<file path="config.mk">
export PLATFORM = sky130hd
export DESIGN_NAME = arp_lookup_requester
export DESIGN_NICKNAME = d
export VERILOG_FILES = /design/src/rtl/arp_defense_pkg.sv /design/src/rtl/arp_pending_table.sv /design/src/rtl/arp_lookup_requester.sv
export SDC_FILE = /design/constraint.sdc
export NUM_CORES = 1
export LEC_CHECK = 0
export CAP_MARGIN = 30
export CORE_UTILIZATION = 54
export DETAILED_ROUTE_END_ITERATION = 7
export PLACE_DENSITY = 0.81
export SETUP_SLACK_MARGIN = 0.02
export SLEW_MARGIN = 0
export SYNTH_ARGS = -nofsm -noshare
export SYNTH_HDL_FRONTEND = slang
export SYNTH_HIERARCHICAL = 1
export SYNTH_SLANG_ARGS = --single-unit
export TNS_END_PERCENT = 1
</file>
<file path="constraint.sdc">
create_clock -name clk -period 3.8 [get_ports clk]
set_clock_uncertainty 0.05 [all_clocks]
set_input_delay 0.38 -clock clk [delete_from_list [all_inputs] [get_ports clk]]
set_output_delay 0.38 -clock clk [all_outputs]
set_load 0.03 [all_outputs]
</file>
<file path="src/rtl/arp_defense_pkg.sv">
// Shared definitions for the ARP-defense lookup path: opcodes, verdict
// reasons and the requester state encoding.
package arp_defense_pkg;

    localparam logic [15:0] ARP_OP_REQUEST = 16'h0001;
    localparam logic [15:0] ARP_OP_REPLY   = 16'h0002;

    typedef enum logic [1:0] {
        REASON_OK          = 2'd0,
        REASON_UNSOLICITED = 2'd1,
        REASON_TIMEOUT     = 2'd2,
        REASON_BAD_OPCODE  = 2'd3
    } reason_e;

    typedef enum logic [2:0] {
        IDLE      = 3'd0,
        ISSUE     = 3'd1,
        WAIT_DONE = 3'd2,
        DECIDE    = 3'd3,
        VERDICT   = 3'd4
    } state_e;

    function automatic logic op_is_arp(input logic [15:0] op);
        return (op == ARP_OP_REQUEST) || (op == ARP_OP_REPLY);
    endfunction

endpackage

</file>
<file path="src/rtl/arp_pending_table.sv">
// Outstanding ARP request table: insert with first-free/round-robin victim,
// parallel match on valid entries, consume on reply, per-entry aging.
module arp_pending_table #(
    parameter int unsigned DEPTH  = 4,
    parameter int unsigned WINDOW = 100
) (
    input  logic        clk,
    input  logic        reset,
    input  logic        ins_en,
    input  logic [47:0] ins_ip,
    input  logic [47:0] chk_ip,
    output logic        chk_hit,
    input  logic        cons_en
);
    localparam int unsigned AW = $clog2(WINDOW + 1);
    localparam int unsigned PW = (DEPTH > 1) ? $clog2(DEPTH) : 1;
    // The insert cycle counts as the first aging cycle, so a reply checked
    // exactly WINDOW cycles after insert finds the entry already gone.
    localparam logic [AW-1:0] AGE_LOAD = AW'(WINDOW - 1);

    logic [DEPTH-1:0] valid_q, valid_d;
    logic [47:0]      ip_q  [DEPTH];
    logic [47:0]      ip_d  [DEPTH];
    logic [AW-1:0]    age_q [DEPTH];
    logic [AW-1:0]    age_d [DEPTH];
    logic [PW-1:0]    victim_q, victim_d;
    logic [DEPTH-1:0] match_s;
    logic [PW-1:0]    match_idx_s;
    logic [PW-1:0]    ins_idx_s;
    logic             free_found_s;

    // Parallel compare against valid entries only.
    always_comb begin
        match_s = {DEPTH{1'b0}};
        for (int i = 0; i < DEPTH; i++) begin
            match_s[i] = valid_q[i] && (ip_q[i] == chk_ip);
        end
    end

    assign chk_hit = |match_s;

    // Lowest matching index and lowest free index (descending scan, last write wins).
    always_comb begin
        match_idx_s  = {PW{1'b0}};
        ins_idx_s    = victim_q;
        free_found_s = 1'b0;
        for (int i = DEPTH - 1; i >= 0; i--) begin
            if (match_s[i]) begin
                match_idx_s = i[PW-1:0];
            end else begin
                match_idx_s = match_idx_s;
            end
            if (!valid_q[i]) begin
                ins_idx_s    = i[PW-1:0];
                free_found_s = 1'b1;
            end else begin
                free_found_s = free_found_s;
            end
        end
    end

    // Next-state: aging first, then consume, then insert so insert has final priority.
    always_comb begin
        valid_d  = valid_q;
        victim_d = victim_q;
        for (int i = 0; i < DEPTH; i++) begin
            ip_d[i]  = ip_q[i];
            age_d[i] = age_q[i];
            if (valid_q[i]) begin
                if (age_q[i] <= AW'(1)) begin
                    valid_d[i] = 1'b0;
                    age_d[i]   = {AW{1'b0}};
                end else begin
                    age_d[i] = age_q[i] - AW'(1);
                end
            end else begin
                age_d[i] = {AW{1'b0}};
            end
        end
        if (cons_en && chk_hit) begin
            valid_d[match_idx_s] = 1'b0;
            age_d[match_idx_s]   = {AW{1'b0}};
        end else begin
            valid_d = valid_d;
        end
        if (ins_en) begin
            valid_d[ins_idx_s] = 1'b1;
            ip_d[ins_idx_s]    = ins_ip;
            age_d[ins_idx_s]   = AGE_LOAD;
            if (!free_found_s) begin
                victim_d = (victim_q == PW'(DEPTH - 1)) ? {PW{1'b0}} : victim_q + 1'b1;
            end else begin
                victim_d = victim_q;
            end
        end else begin
            victim_d = victim_d;
        end
    end

    // Table state register with synchronous reset.
    always_ff @(posedge clk) begin
        if (reset) begin
            valid_q  <= {DEPTH{1'b0}};
            victim_q <= {PW{1'b0}};
            for (int i = 0; i < DEPTH; i++) begin
                ip_q[i]  <= 48'h0;
                age_q[i] <= {AW{1'b0}};
            end
        end else begin
            valid_q  <= valid_d;
            victim_q <= victim_d;
            for (int i = 0; i < DEPTH; i++) begin
                ip_q[i]  <= ip_d[i];
                age_q[i] <= age_d[i];
            end
        end
    end

endmodule

</file>
<file path="src/rtl/arp_lookup_requester.sv">
// ARP-defense lookup initiator: one CAM lookup per parsed ARP header, then a
// forward/drop verdict based on the LUT result and outstanding requests.
module arp_lookup_requester
    import arp_defense_pkg::*;
#(
    parameter int unsigned                  NUM_OUTPUT_QUEUES         = 8,
    parameter logic [NUM_OUTPUT_QUEUES-1:0] DEFAULT_MISS_OUTPUT_PORTS = 8'h55,
    parameter int unsigned                  LOOKUP_TIMEOUT            = 16,
    parameter int unsigned                  REPLY_WINDOW              = 100,
    parameter int unsigned                  PENDING_DEPTH             = 4
) (
    input  logic                         clk,
    input  logic                         reset,
    input  logic                         hdr_valid,
    output logic                         hdr_ready,
    input  logic [47:0]                  hdr_src_ip,
    input  logic [47:0]                  hdr_dst_ip,
    input  logic [15:0]                  hdr_opcode,
    input  logic [NUM_OUTPUT_QUEUES-1:0] hdr_src_port,
    output logic                         lookup_req,
    output logic [47:0]                  dst_IP,
    output logic [47:0]                  src_IP,
    output logic [15:0]                  opcode,
    input  logic                         lookup_done,
    input  logic                         lut_hit,
    input  logic                         lut_miss,
    output logic                         verdict_valid,
    input  logic                         verdict_ready,
    output logic                         verdict_drop,
    output logic [1:0]                   verdict_reason,
    output logic                         verdict_hit,
    output logic [NUM_OUTPUT_QUEUES-1:0] verdict_dst_ports
);
    localparam int unsigned   TW           = $clog2(LOOKUP_TIMEOUT + 1);
    localparam logic [TW-1:0] TIMEOUT_LOAD = TW'(LOOKUP_TIMEOUT);
    localparam int unsigned   NQ           = NUM_OUTPUT_QUEUES;

    state_e            state_q, state_d;
    logic [47:0]       src_ip_q, src_ip_d;
    logic [47:0]       dst_ip_q, dst_ip_d;
    logic [15:0]       op_q, op_d;
    logic [NQ-1:0]     port_q, port_d;
    logic [TW-1:0]     timer_q, timer_d;
    logic              hit_q, hit_d;
    logic              hdr_ready_q, hdr_ready_d;
    logic              lookup_req_q, lookup_req_d;
    logic              v_valid_q, v_valid_d;
    logic              v_drop_q, v_drop_d;
    logic [1:0]        v_reason_q, v_reason_d;
    logic              v_hit_q, v_hit_d;
    logic [NQ-1:0]     v_ports_q, v_ports_d;
    logic              ins_en_s;
    logic              cons_en_s;
    logic              chk_hit_s;

    arp_pending_table #(
        .DEPTH  (PENDING_DEPTH),
        .WINDOW (REPLY_WINDOW)
    ) u_pending (
        .clk     (clk),
        .reset   (reset),
        .ins_en  (ins_en_s),
        .ins_ip  (dst_ip_q),
        .chk_ip  (src_ip_q),
        .chk_hit (chk_hit_s),
        .cons_en (cons_en_s)
    );

    // Next-state and verdict computation.
    always_comb begin
        state_d    = state_q;
        src_ip_d   = src_ip_q;
        dst_ip_d   = dst_ip_q;
        op_d       = op_q;
        port_d     = port_q;
        timer_d    = timer_q;
        hit_d      = hit_q;
        v_drop_d   = v_drop_q;
        v_reason_d = v_reason_q;
        v_hit_d    = v_hit_q;
        v_ports_d  = v_ports_q;
        ins_en_s   = 1'b0;
        cons_en_s  = 1'b0;
        case (state_q)
            IDLE: begin
                if (hdr_valid && hdr_ready_q) begin
                    src_ip_d = hdr_src_ip;
                    dst_ip_d = hdr_dst_ip;
                    op_d     = hdr_opcode;
                    port_d   = hdr_src_port;
                    hit_d    = 1'b0;
                    if (op_is_arp(hdr_opcode)) begin
                        state_d = ISSUE;
                    end else begin
                        state_d    = VERDICT;
                        v_drop_d   = 1'b1;
                        v_reason_d = REASON_BAD_OPCODE;
                        v_hit_d    = 1'b0;
                        v_ports_d  = {NQ{1'b0}};
                    end
                end else begin
                    state_d = IDLE;
                end
            end
            ISSUE: begin
                timer_d = TIMEOUT_LOAD;
                state_d = WAIT_DONE;
            end
            WAIT_DONE: begin
                timer_d = timer_q - TW'(1);
                if (lookup_done) begin
                    // A reply flagging both hit and miss is treated as no hit.
                    hit_d   = lut_hit & ~lut_miss;
                    state_d = DECIDE;
                end else if (timer_q <= TW'(1)) begin
                    timer_d    = {TW{1'b0}};
                    state_d    = VERDICT;
                    v_drop_d   = 1'b1;
                    v_reason_d = REASON_TIMEOUT;
                    v_hit_d    = 1'b0;
                    v_ports_d  = {NQ{1'b0}};
                end else begin
                    state_d = WAIT_DONE;
                end
            end
            DECIDE: begin
                state_d = VERDICT;
                v_hit_d = hit_q;
                if (op_q == ARP_OP_REQUEST) begin
                    ins_en_s   = 1'b1;
                    v_drop_d   = 1'b0;
                    v_reason_d = REASON_OK;
                    v_ports_d  = DEFAULT_MISS_OUTPUT_PORTS & ~port_q;
                end else if (chk_hit_s) begin
                    cons_en_s  = 1'b1;
                    v_drop_d   = 1'b0;
                    v_reason_d = REASON_OK;
                    v_ports_d  = DEFAULT_MISS_OUTPUT_PORTS & ~port_q;
                end else begin
                    v_drop_d   = 1'b1;
                    v_reason_d = REASON_UNSOLICITED;
                    v_ports_d  = {NQ{1'b0}};
                end
            end
            VERDICT: begin
                if (verdict_ready) begin
                    state_d    = IDLE;
                    v_drop_d   = 1'b0;
                    v_reason_d = REASON_OK;
                    v_hit_d    = 1'b0;
                    v_ports_d  = {NQ{1'b0}};
                end else begin
                    state_d = VERDICT;
                end
            end
            default: begin
                state_d = IDLE;
            end
        endcase
        hdr_ready_d  = (state_d == IDLE);
        lookup_req_d = (state_d == ISSUE);
        v_valid_d    = (state_d == VERDICT);
    end

    // State, latched header and registered outputs.
    always_ff @(posedge clk) begin
        if (reset) begin
            state_q      <= IDLE;
            src_ip_q     <= 48'h0;
            dst_ip_q     <= 48'h0;
            op_q         <= 16'h0;
            port_q       <= {NQ{1'b0}};
            timer_q      <= {TW{1'b0}};
            hit_q        <= 1'b0;
            hdr_ready_q  <= 1'b0;
            lookup_req_q <= 1'b0;
            v_valid_q    <= 1'b0;
            v_drop_q     <= 1'b0;
            v_reason_q   <= 2'd0;
            v_hit_q      <= 1'b0;
            v_ports_q    <= {NQ{1'b0}};
        end else begin
            state_q      <= state_d;
            src_ip_q     <= src_ip_d;
            dst_ip_q     <= dst_ip_d;
            op_q         <= op_d;
            port_q       <= port_d;
            timer_q      <= timer_d;
            hit_q        <= hit_d;
            hdr_ready_q  <= hdr_ready_d;
            lookup_req_q <= lookup_req_d;
            v_valid_q    <= v_valid_d;
            v_drop_q     <= v_drop_d;
            v_reason_q   <= v_reason_d;
            v_hit_q      <= v_hit_d;
            v_ports_q    <= v_ports_d;
        end
    end

    assign hdr_ready         = hdr_ready_q;
    assign lookup_req        = lookup_req_q;
    assign dst_IP            = dst_ip_q;
    assign src_IP            = src_ip_q;
    assign opcode            = op_q;
    assign verdict_valid     = v_valid_q;
    assign verdict_drop      = v_drop_q;
    assign verdict_reason    = v_reason_q;
    assign verdict_hit       = v_hit_q;
    assign verdict_dst_ports = v_ports_q;

endmodule

</file>
==> results.py, run 1 <==
metrics = {
    "status": {
        "status": "complete, no violations",
    },
    "cts": {
        "cts_setup_buffers": 0,
        "cts-root-buf": "clkbuf_16",
        "cts_tree": "done",
        "cts.hold.buffers_added": 0,
        "clk_latency_ps": 520,
        "clk_pin_slew_ps": 60,
        "cts_sinks": 362,
        "clk_path_buf_depth": 3,
        "ctsHtreeMaxLevel": 2,
        "numCtsBuffers": 38,
    },
    "job": {
        "drv_cap": 0,
    },
    "synth": {
        "yosysSeqAreaShare_pct": 46.8,
        "yosys_warnings": 6,
        "synthMostInstantiatedCell": "nand2_1",
        "netlist.area_leader.share_pct": 46.8,
        "synth.largest_area_cell": "dfxtp_1",
        "syn-cell-area_mm2": 0.0155,
        "synth_common_cells": "nand2_1 (638), dfxtp_1 (362), a21oi_1 (333)",
        "syn-mean-instance-area_um2": 7.93,
        "synth.area.top_cells": "dfxtp_1 (47%), nand2_1 (15%), a21oi_1 (11%)",
        "synthCells": 1951,
        "ys_async_sr_fraction_pct": 0,
        "yosysUniqueCellTypes": 63,
        "ys_seq_elements": 362,
        "synth_edf_count": 0,
        "ys.flop_type": "dfxtp_1",
    },
    "place": {
        "place_congestion": 0.963,
        "dp.cells": 2497,
        "io_buffers": 245,
        "hpwl_um": 33600,
    },
    "cells_and_area": {
        "syn_to_final_growth_pct": 26.7,
        "stdcell_count": 2564,
        "diodes": 0,
        "nNetsFinal": 2297,
        "drive_above_1_share_pct": 6.86,
        "fillers": 2176,
    },
    "global_routing": {
        "grt_use_met2_pct": 53.3,
        "grt_overflow": 0,
        "grt_pass1_wl_um": 74200,
        "met1_usage_pct": 42.2,
        "grt_max_degree": 130,
        "grt_pass1_vias": 13600,
        "globalRouteMet3Util_pct": 6.90,
        "grt_util_all_layers_pct": 33.0,
        "antenna_found_initial": 0,
        "grt_busiest_layer": "met2",
    },
    "sta": {
        "fin_tns_setup_ps": 0,
        "final-setup-viol-count": 0,
        "hold_violations": 0,
        "fmax_mhz": 268,
        "tightest_slew_ps": 862,
        "drv_slew": 0,
        "fin_crit_ps": 3730,
        "fin_crit_sh_pct": 98.2,
        "relSlewSlack_pct": 42.5,
    },
    "floorplanning": {
        "start_util_pct": 55.2,
        "core_area_mm2": 0.0280,
        "die_area_mm2": 0.0293,
        "io_pins": 254,
        "die_x_um": 171,
        "rows": 61,
        "fp.dieH_um": 171,
    },
    "worst_setup_path": {
        "path_cells": "xor2_1, nor4_2, nand4_1, nor4_4, nand2b_1, nand3b_1, inv_1, nor3b_1, inv_1, a41o_1, o21ai_0, buf_4, o21a_1, a21oi_1",
        "crit_slowest_cell": "dfxtp_1",
        "path_class": "reg2reg",
        "r2r_start": "src_IP[12]",
        "path_max_fanout": 6,
        "required_ps": 4130,
        "crit_path_start_kind": "flop",
        "end_kind": "flop",
        "cp_slowest_stage_delay_ps": 490,
        "timing.critical_path.arrival_ps": 4070,
        "cpMostUsedCell": "inv_1",
        "critPathLaunch": "src_IP[12]",
    },
    "routing": {
        "drt-initial-drc-count": 1384,
        "routed_wl_um": 48800,
        "drtAntennaViolNets": 0,
        "drc": 0,
        "vias": 14400,
        "wl_per_cell_um": 19.0,
        "via_per_inst": 5.60,
        "firstDrtPassIters": 6,
    },
    "min_path": {
        "hp-class": "in2reg",
        "hp-start": "hdr_src_ip[46]",
    },
    "power_and_ir_drop": {
        "ir_drop_uv": 340,
        "cellPowerDensity_mw_per_mm2": 433,
        "p_leak_nw": 7.15,
    },
}
## layout by cell type, fill, tap and decap left out, types with 8 or more instances in the layout
cell / instances
clkbuf_16: 41
nand4_1: 32
dfxtp_1: 359
a21oi_1: 333
nor2_1: 33
buf_4: 49
clkbuf_1: 9
nand2_1: 638
nor3_1: 22
xnor2_1: 123
nand3_1: 9
ha_1: 11
clkdlybuf4s50_1: 244
nand2b_1: 11
xor2_1: 84
o21ai_0: 11
inv_1: 24
clkbuf_8: 9
clkinv_2: 8
nor4_1: 29
## timing repair
item / in CTS / in global routing
gates resized for setup: 1 / 7
gates cloned: 0 / 0
pin swaps: 0 / 1
endpoints found under the setup margin: 4 / 18
## through the flow
stage	total power, W	utilization [%]	area [um^2]	hold WS (ps)	setup WS [ps]
after CTS	0.00849	69.8	19600	347	72.1
after global routing	0.00873	70.0	19600	350	-21.2
after floorplan	0.00448	-	15500	383	787
final	0.00848	70.0	19600	353	67.0
after detailed placement	0.00492	65.5	18300	400	145
after global placement	0.00492	65.5	18300	392	207
## layout make-up
| class | instances | area [um^2] | area share, % |
|---|---|---|---|
| Clock buffer | 59 | 1180 | 6.04 |
| Tap cell | 378 | 473 | 2.41 |
| Timing Repair Buffer | 300 | 2950 | 15.0 |
| Clock inverter | 8 | 40.0 | 0.204 |
| Multi-Input combinational cell | 1431 | 7610 | 38.8 |
| Inverter | 26 | 97.6 | 0.498 |
| Sequential cell | 362 | 7250 | 37.0 |
## worst max-delay path, delay by kind of cell, from the launching register on
family                 cells  cell delay, ps
AO/OA/AOI/OAI              4             820
buffers and inverters      3             390
flip-flops                 1             490
XOR/XNOR                   1             180
AND/OR/NAND/NOR            6            1660
## final timing paths
check / to / slack [ps] / cells past startpoint
setup reg to reg: u_pending/age_q[1][0] / 70 / 14
hold / removal: src_IP[46] / 350 / 3
setup / recovery: u_pending/age_q[1][0] / 70 / 14
hold reg to reg: port_q[6] / 410 / 2
## state kept, by name, indices dropped and copies added (netlist names), 4 cells and up
register,flops
u_pending/ip_q,192
src_IP,48
port_q,4
timer_q,5
opcode,16
verdict_dst_ports,4
u_pending/valid_q,4
dst_IP,48
u_pending/age_q,28
## metal layers
layer  part of all wire, %  up-vias  routed length, um
met4                   4.6        0               2260
met2                    46      716              22500
met3                   9.4      139               4600
met1                    40     6696              19400
met5                     0        -                  0
li1                      -     6808                  -
## power by group
part           switching (W)  internal (W)  total [W]
clock network        0.00148       0.00214    0.00362
registers           0.000119       0.00386    0.00398
logic               0.000503      0.000382   0.000885
total                0.00210       0.00638    0.00848
## cells by family after synthesis
group	count (synthesis)	synth area share [%]
AO/OA/AOI/OAI	388	13.5
XOR/XNOR	207	11.7
adder cells (fa/ha/maj)	11	0.890
buffers and inverters	161	4.48
flip-flops	362	46.8
multiplexers	2	0.129
other	1	0.0242
AND/OR/NAND/NOR	819	22.4
No activity file was read; power rests on OpenSTA's default activity.
==> run 2: changes to the inputs <==
- CORE_UTILIZATION: 54 -> 41
- PLACE_DENSITY: 0.81 -> default
==> run 2 against run 1 <==
Global-route usage fell by 6.4 points. Total power increased by 2.4%. Critical path depth unchanged. Die area is 31% higher. Wire length is 6.3% higher. Clock-buffer cell count increased by 1. First-iteration DRC count down 34%. Hold slack got worse by 21 ps. Sequential share of layout area shrank 0.49 points. Sequential power about the same. Critical endpoint is now u_pending/age_q[1][6]. Highest routed layer unchanged.
==> results.py, run 2 (synthesized netlist as in run 1, its figures left out) <==
metrics = {
    "sta": {
        "fin_crit_ps": 3550,
        "fmax_mhz": 282,
        "tightest_slew_ps": 851,
        "fin_tns_setup_ps": 0,
        "fin_crit_sh_pct": 93.4,
        "rsz0062_at_grt": "false",
        "drv_slew": 0,
        "hold_violations": 0,
        "final-setup-viol-count": 0,
        "relSlewSlack_pct": 42.7,
    },
    "cts": {
        "cts_setup_buffers": 0,
        "numCtsBuffers": 41,
        "cts_sinks": 362,
        "ctsHtreeMaxLevel": 2,
        "clk_path_buf_depth": 3,
        "cts-root-buf": "clkbuf_16",
        "cts_resized": 0,
        "clk_latency_ps": 540,
        "cts_tree": "done",
        "cts.hold.buffers_added": 0,
        "clk_pin_slew_ps": 60,
    },
    "routing": {
        "drc": 0,
        "routed_wl_um": 51800,
        "via_per_inst": 5.17,
        "drtAntennaViolNets": 0,
        "wl_per_cell_um": 19.2,
        "firstDrtPassIters": 5,
        "drt-initial-drc-count": 915,
        "vias": 14000,
    },
    "power_and_ir_drop": {
        "cellPowerDensity_mw_per_mm2": 438,
        "ir_drop_uv": 359,
        "power_w": 0.00868,
        "p_leak_nw": 7.20,
    },
    "cells_and_area": {
        "nNetsFinal": 2305,
        "final_cell_mix": "nand2_1 (638), dfxtp_1 (362), a21oi_1 (333)",
        "drive_above_1_share_pct": 7.10,
        "syn_to_final_growth_pct": 28.3,
        "fillers": 3522,
        "largest_reg_flops": 192,
        "final_common_cell": "nand2_1",
        "post-route-util_pct": 53.8,
        "regMostFlops": "u_pending/ip_q",
    },
    "global_routing": {
        "grt_pass1_wl_um": 78400,
        "grt_pass1_vias": 13100,
        "grt_util_all_layers_pct": 26.6,
        "grt_overflow": 0,
        "antenna_found_initial": 0,
        "grt_max_degree": 129,
    },
    "worst_setup_path": {
        "worst-path-buf-inv": 3,
        "crit_family": "simple AND/OR/NAND/NOR gates",
        "path_max_fanout": 5,
        "timing.critical_path.arrival_ps": 3910,
        "required_ps": 4170,
        "cp_slowest_stage_delay_ps": 480,
        "cpMostUsedCell": "inv_1",
        "path_cells": "xor2_1, nor4_1, nand4_1, nor4_2, nand2b_1, nand3b_1, inv_1, nor3b_1, inv_1, a41o_1, o21ai_0, buf_4, o21a_1, a21oi_1",
        "crit_slowest_cell": "nor4_1",
        "crit_path_start_kind": "flop",
        "end_kind": "flop",
        "path_class": "reg2reg",
    },
    "floorplanning": {
        "io_pins": 254,
        "die_x_um": 196,
        "die_area_mm2": 0.0385,
        "fp.dieH_um": 196,
        "core_area_mm2": 0.0369,
        "start_util_pct": 42.0,
        "rows": 70,
    },
    "place": {
        "io_buffers": 245,
        "place_congestion": 0.898,
        "hpwl_um": 36300,
    },
    "status": {
        "status": "complete, no violations",
    },
    "min_path": {
        "hp-class": "in2reg",
    },
    "job": {
        "drv_cap": 0,
    },
}
[run 2: changes by cell type in the layout (fill, tap and decap cells not counted), moves of 2 or more]
| cell | previous run | this run |
|---|---|---|
| dfxtp_1 | 359 | 362 |
| buf_4 | 49 | 54 |
| dfxtp_2 | 3 | 0 |
| inv_6 | 0 | 2 |
[run 2: worst reg2reg max path, stage by stage, from the launching register on]
cell      delay [ps]
dfxtp_1          330
xor2_1           200
nor4_1           480
nand4_1          270
nor4_2           400
nand2b_1         210
nand3b_1         160
inv_1             80
nor3b_1          210
inv_1            110
a41o_1           270
o21ai_0          240
buf_4            160
o21a_1           190
a21oi_1           60
[run 2: through the flow]
stage	worst slack [ps]	hold slack, ps	cell area (um^2)	std cells
6_report	251	331	19800	2701
3_5_place_dp	278	397	18500	2628
3_3_place_gp	294	393	18500	2628
4_1_cts	237	318	19800	2700
5_1_grt	61.8	328	19800	2700
2_1_floorplan	787	383	15500	1954
[run 2: path summary, 6_finish.rpt]
| kind | cells after the start | slack [ps] | endpoint | from |
|---|---|---|---|---|
| setup / recovery | 14 | 250 | u_pending/age_q[1][6] | src_IP[39] |
| hold / removal | 3 | 330 | src_IP[29] | hdr_src_ip[29] |
| setup reg to reg | 14 | 250 | u_pending/age_q[1][6] | src_IP[39] |
| hold reg to reg | 2 | 400 | port_q[4] | port_q[4] |
[run 2: where the power goes]
group / internal (W) / switching, W / total [W]
clock network: 0.00223 / 0.00157 / 0.00381
registers: 0.00386 / 0.000117 / 0.00398
logic: 0.000388 / 0.000513 / 0.000901
total: 0.00648 / 0.00220 / 0.00868
[run 2: metal layers]
| layer | wire length, um | vias up | part of all wire [%] | global-route usage (%) |
|---|---|---|---|---|
| li1 | - | 6836 | - | - |
| met1 | 22900 | 6542 | 44 | 35.7 |
| met2 | 23400 | 515 | 45 | 42.3 |
| met3 | 4100 | 65 | 7.9 | 5.81 |
| met4 | 1430 | 0 | 2.8 | 8.56 |
| met5 | 0 | - | 0 | 0 |
[run 2: layout make-up]
class                   instances  area, um^2  area share, %
diodes                          1        2.50         0.0126
clock buffers                  60        1190           5.98
clock inverters                12        96.3          0.485
inverters                      26        97.6          0.492
multi-input cells            1431        7600           38.3
flip-flops and latches        362        7250           36.5
well taps                     504         631           3.18
repair buffers                305        2980           15.0
==> run 3: changes to the inputs <==
- CORE_UTILIZATION: 41 -> 30
- CTS_BUF_LIST: default -> sky130_fd_sc_hd__clkbuf_2 sky130_fd_sc_hd__clkbuf_4 sky130_fd_sc_hd__clkbuf_8
==> run 3 against run 2 <==
Clock power up 1%. Core utilization fell by 14 points. Global-route usage fell by 5.8 points. Combinational power about the same. Critical endpoint unchanged. Largest cell class unchanged.
==> results.py, run 3 (synthesized netlist as in run 1, its figures left out) <==
metrics = {
    "sta": {
        "fin_tns_setup_ps": 0,
        "hold_violations": 0,
        "drv_slew": 0,
        "rsz0062_at_grt": "false",
        "fin_crit_sh_pct": 94.8,
        "fmax_mhz": 278,
        "final-setup-viol-count": 0,
        "fin_crit_ps": 3600,
        "relSlewSlack_pct": 39.8,
        "tightest_slew_ps": 903,
    },
    "power_and_ir_drop": {
        "seqPwrFrac_pct": 45.7,
        "clock_power_share_pct": 44.0,
        "cellPowerDensity_mw_per_mm2": 432,
        "p_comb_share_pct": 10.3,
        "p_leak_nw": 7.34,
        "internal_power_w": 0.00640,
        "p_sw_w": 0.00234,
        "ir_drop_uv": 275,
        "swShare_pct": 26.8,
    },
    "floorplanning": {
        "rows": 82,
        "die_x_um": 229,
        "die_area_mm2": 0.0525,
        "io_pins": 254,
        "core_area_mm2": 0.0505,
        "start_util_pct": 30.6,
        "fp.dieH_um": 229,
    },
    "routing": {
        "via_per_inst": 4.87,
        "drt-initial-drc-count": 948,
        "wl_per_cell_um": 18.9,
        "drc": 0,
        "drtAntennaViolNets": 0,
        "firstDrtPassIters": 5,
        "routed_wl_um": 55300,
        "vias": 14200,
    },
    "worst_setup_path": {
        "timing.critical_path.arrival_ps": 4020,
        "cp_slowest_stage_delay_ps": 580,
        "end_kind": "flop",
        "path_max_fanout": 5,
        "crit_family": "simple AND/OR/NAND/NOR gates",
        "path_class": "reg2reg",
        "path_cells": "xor2_1, nor4_1, nand4_1, nor4_2, buf_4, nand2b_1, nand3b_1, inv_1, nor3b_1, inv_1, a41o_1, o21ai_0, buf_4, o21a_1, a21oi_1",
        "worst-path-buf-inv": 4,
        "required_ps": 4210,
        "crit_slowest_cell": "dfxtp_1",
        "crit_path_start_kind": "flop",
    },
    "cells_and_area": {
        "final_cell_mix": "nand2_1 (638), dfxtp_1 (354), a21oi_1 (333)",
        "stdcell_count": 2919,
        "nNetsFinal": 2341,
        "diodes": 0,
        "regMostFlops": "u_pending/ip_q",
        "final_area_mm2": 0.0203,
        "syn_to_final_growth_pct": 31.0,
        "drive_above_1_share_pct": 10.1,
        "final_common_cell": "nand2_1",
        "largest_reg_flops": 192,
    },
    "global_routing": {
        "antenna_found_initial": 0,
        "grt_pass1_vias": 13800,
        "grt_use_met2_pct": 32.9,
        "grt_busiest_layer": "met2",
        "globalRouteMet3Util_pct": 5.18,
        "grt_pass1_wl_um": 83300,
        "grt_max_degree": 179,
        "grt_util_all_layers_pct": 20.7,
        "met1_usage_pct": 26.8,
        "grt_overflow": 0,
    },
    "cts": {
        "clk_path_buf_depth": 3,
        "cts_tree": "done",
        "cts.hold.buffers_added": 0,
        "clk_pin_slew_ps": 60,
        "clk_latency_ps": 650,
        "cts_sinks": 362,
        "numCtsBuffers": 68,
        "cts-root-buf": "clkbuf_8",
        "ctsHtreeMaxLevel": 3,
    },
    "place": {
        "dp.cells": 2805,
        "placed_area_mm2": 0.0188,
        "io_buffers": 245,
        "place_congestion": 0.901,
        "hpwl_um": 38700,
    },
    "job": {
        "drv_cap": 0,
    },
    "status": {
        "status": "complete, no violations",
    },
    "min_path": {
        "hp-class": "in2reg",
    },
}
-- run 3: changes by cell type in the layout (fill, tap and decap cells not counted), moves of 2 or more --
cell        delta
clkbuf_8      +71
clkbuf_16     -41
clkbuf_4      +24
clkbuf_1      -10
dfxtp_1        -8
dfxtp_2        +8
buf_4          +7
clkinv_2       -4
nor4_1         -4
nor4_2         +4
buf_12         +2
clkinv_8       +2
clkinvlp_4     +2
-- run 3: timing repair --
item                       4_1_cts  5_1_grt
gates resized for setup          0       14
buffers inserted                 0        0
setup endpoints to repair        0       24
-- run 3: area by class of cell --
class	count	area (um^2)
fill	5170	30200
multi-input combinational	1431	7620
sequential	362	7260
timing repair buffer	314	3080
clock buffer	104	1280
tap	672	841
inverter	26	97.6
clock inverter	10	87.6
-- run 3: final timing paths --
| check | start | endpoint | slack [ps] | depth (start not counted) |
|---|---|---|---|---|
| max | src_IP[46] | u_pending/age_q[1][6] | 200 | 15 |
| min reg2reg | port_q[6] | port_q[6] | 410 | 2 |
| min | reset | src_IP[38] | 120 | 2 |
| max reg2reg | src_IP[46] | u_pending/age_q[1][6] | 200 | 15 |
-- run 3: power groups by stage --
stage	combinational [W]	clock, W	sequential (W)
after global routing	0.000958	0.00414	0.00400
after detailed placement	0.000889	0	0.00407
after CTS	0.000893	0.00396	0.00399
after floorplan	0.000346	0	0.00414
after global placement	0.000887	0	0.00407
final	0.000900	0.00385	0.00399
-- run 3: metrics by stage --
| stage | total power [W] | setup WS [ps] | hold slack, ps | utilization [%] |
|---|---|---|---|---|
| after floorplan | 0.00448 | 787 | 383 | - |
| after global placement | 0.00496 | 52.3 | 390 | 37.3 |
| after detailed placement | 0.00496 | 115 | 400 | 37.3 |
| after CTS | 0.00885 | 65.8 | 69.5 | 40.0 |
| after global routing | 0.00910 | 25.1 | 106 | 40.1 |
| final | 0.00874 | 197 | 125 | 40.1 |
-- run 3: layer usage --
layer	wire [um]	vias to the layer above
li1	-	6907
met2	25100	490
met3	4040	106
met1	24200	6719
met4	1950	0
met5	0	-
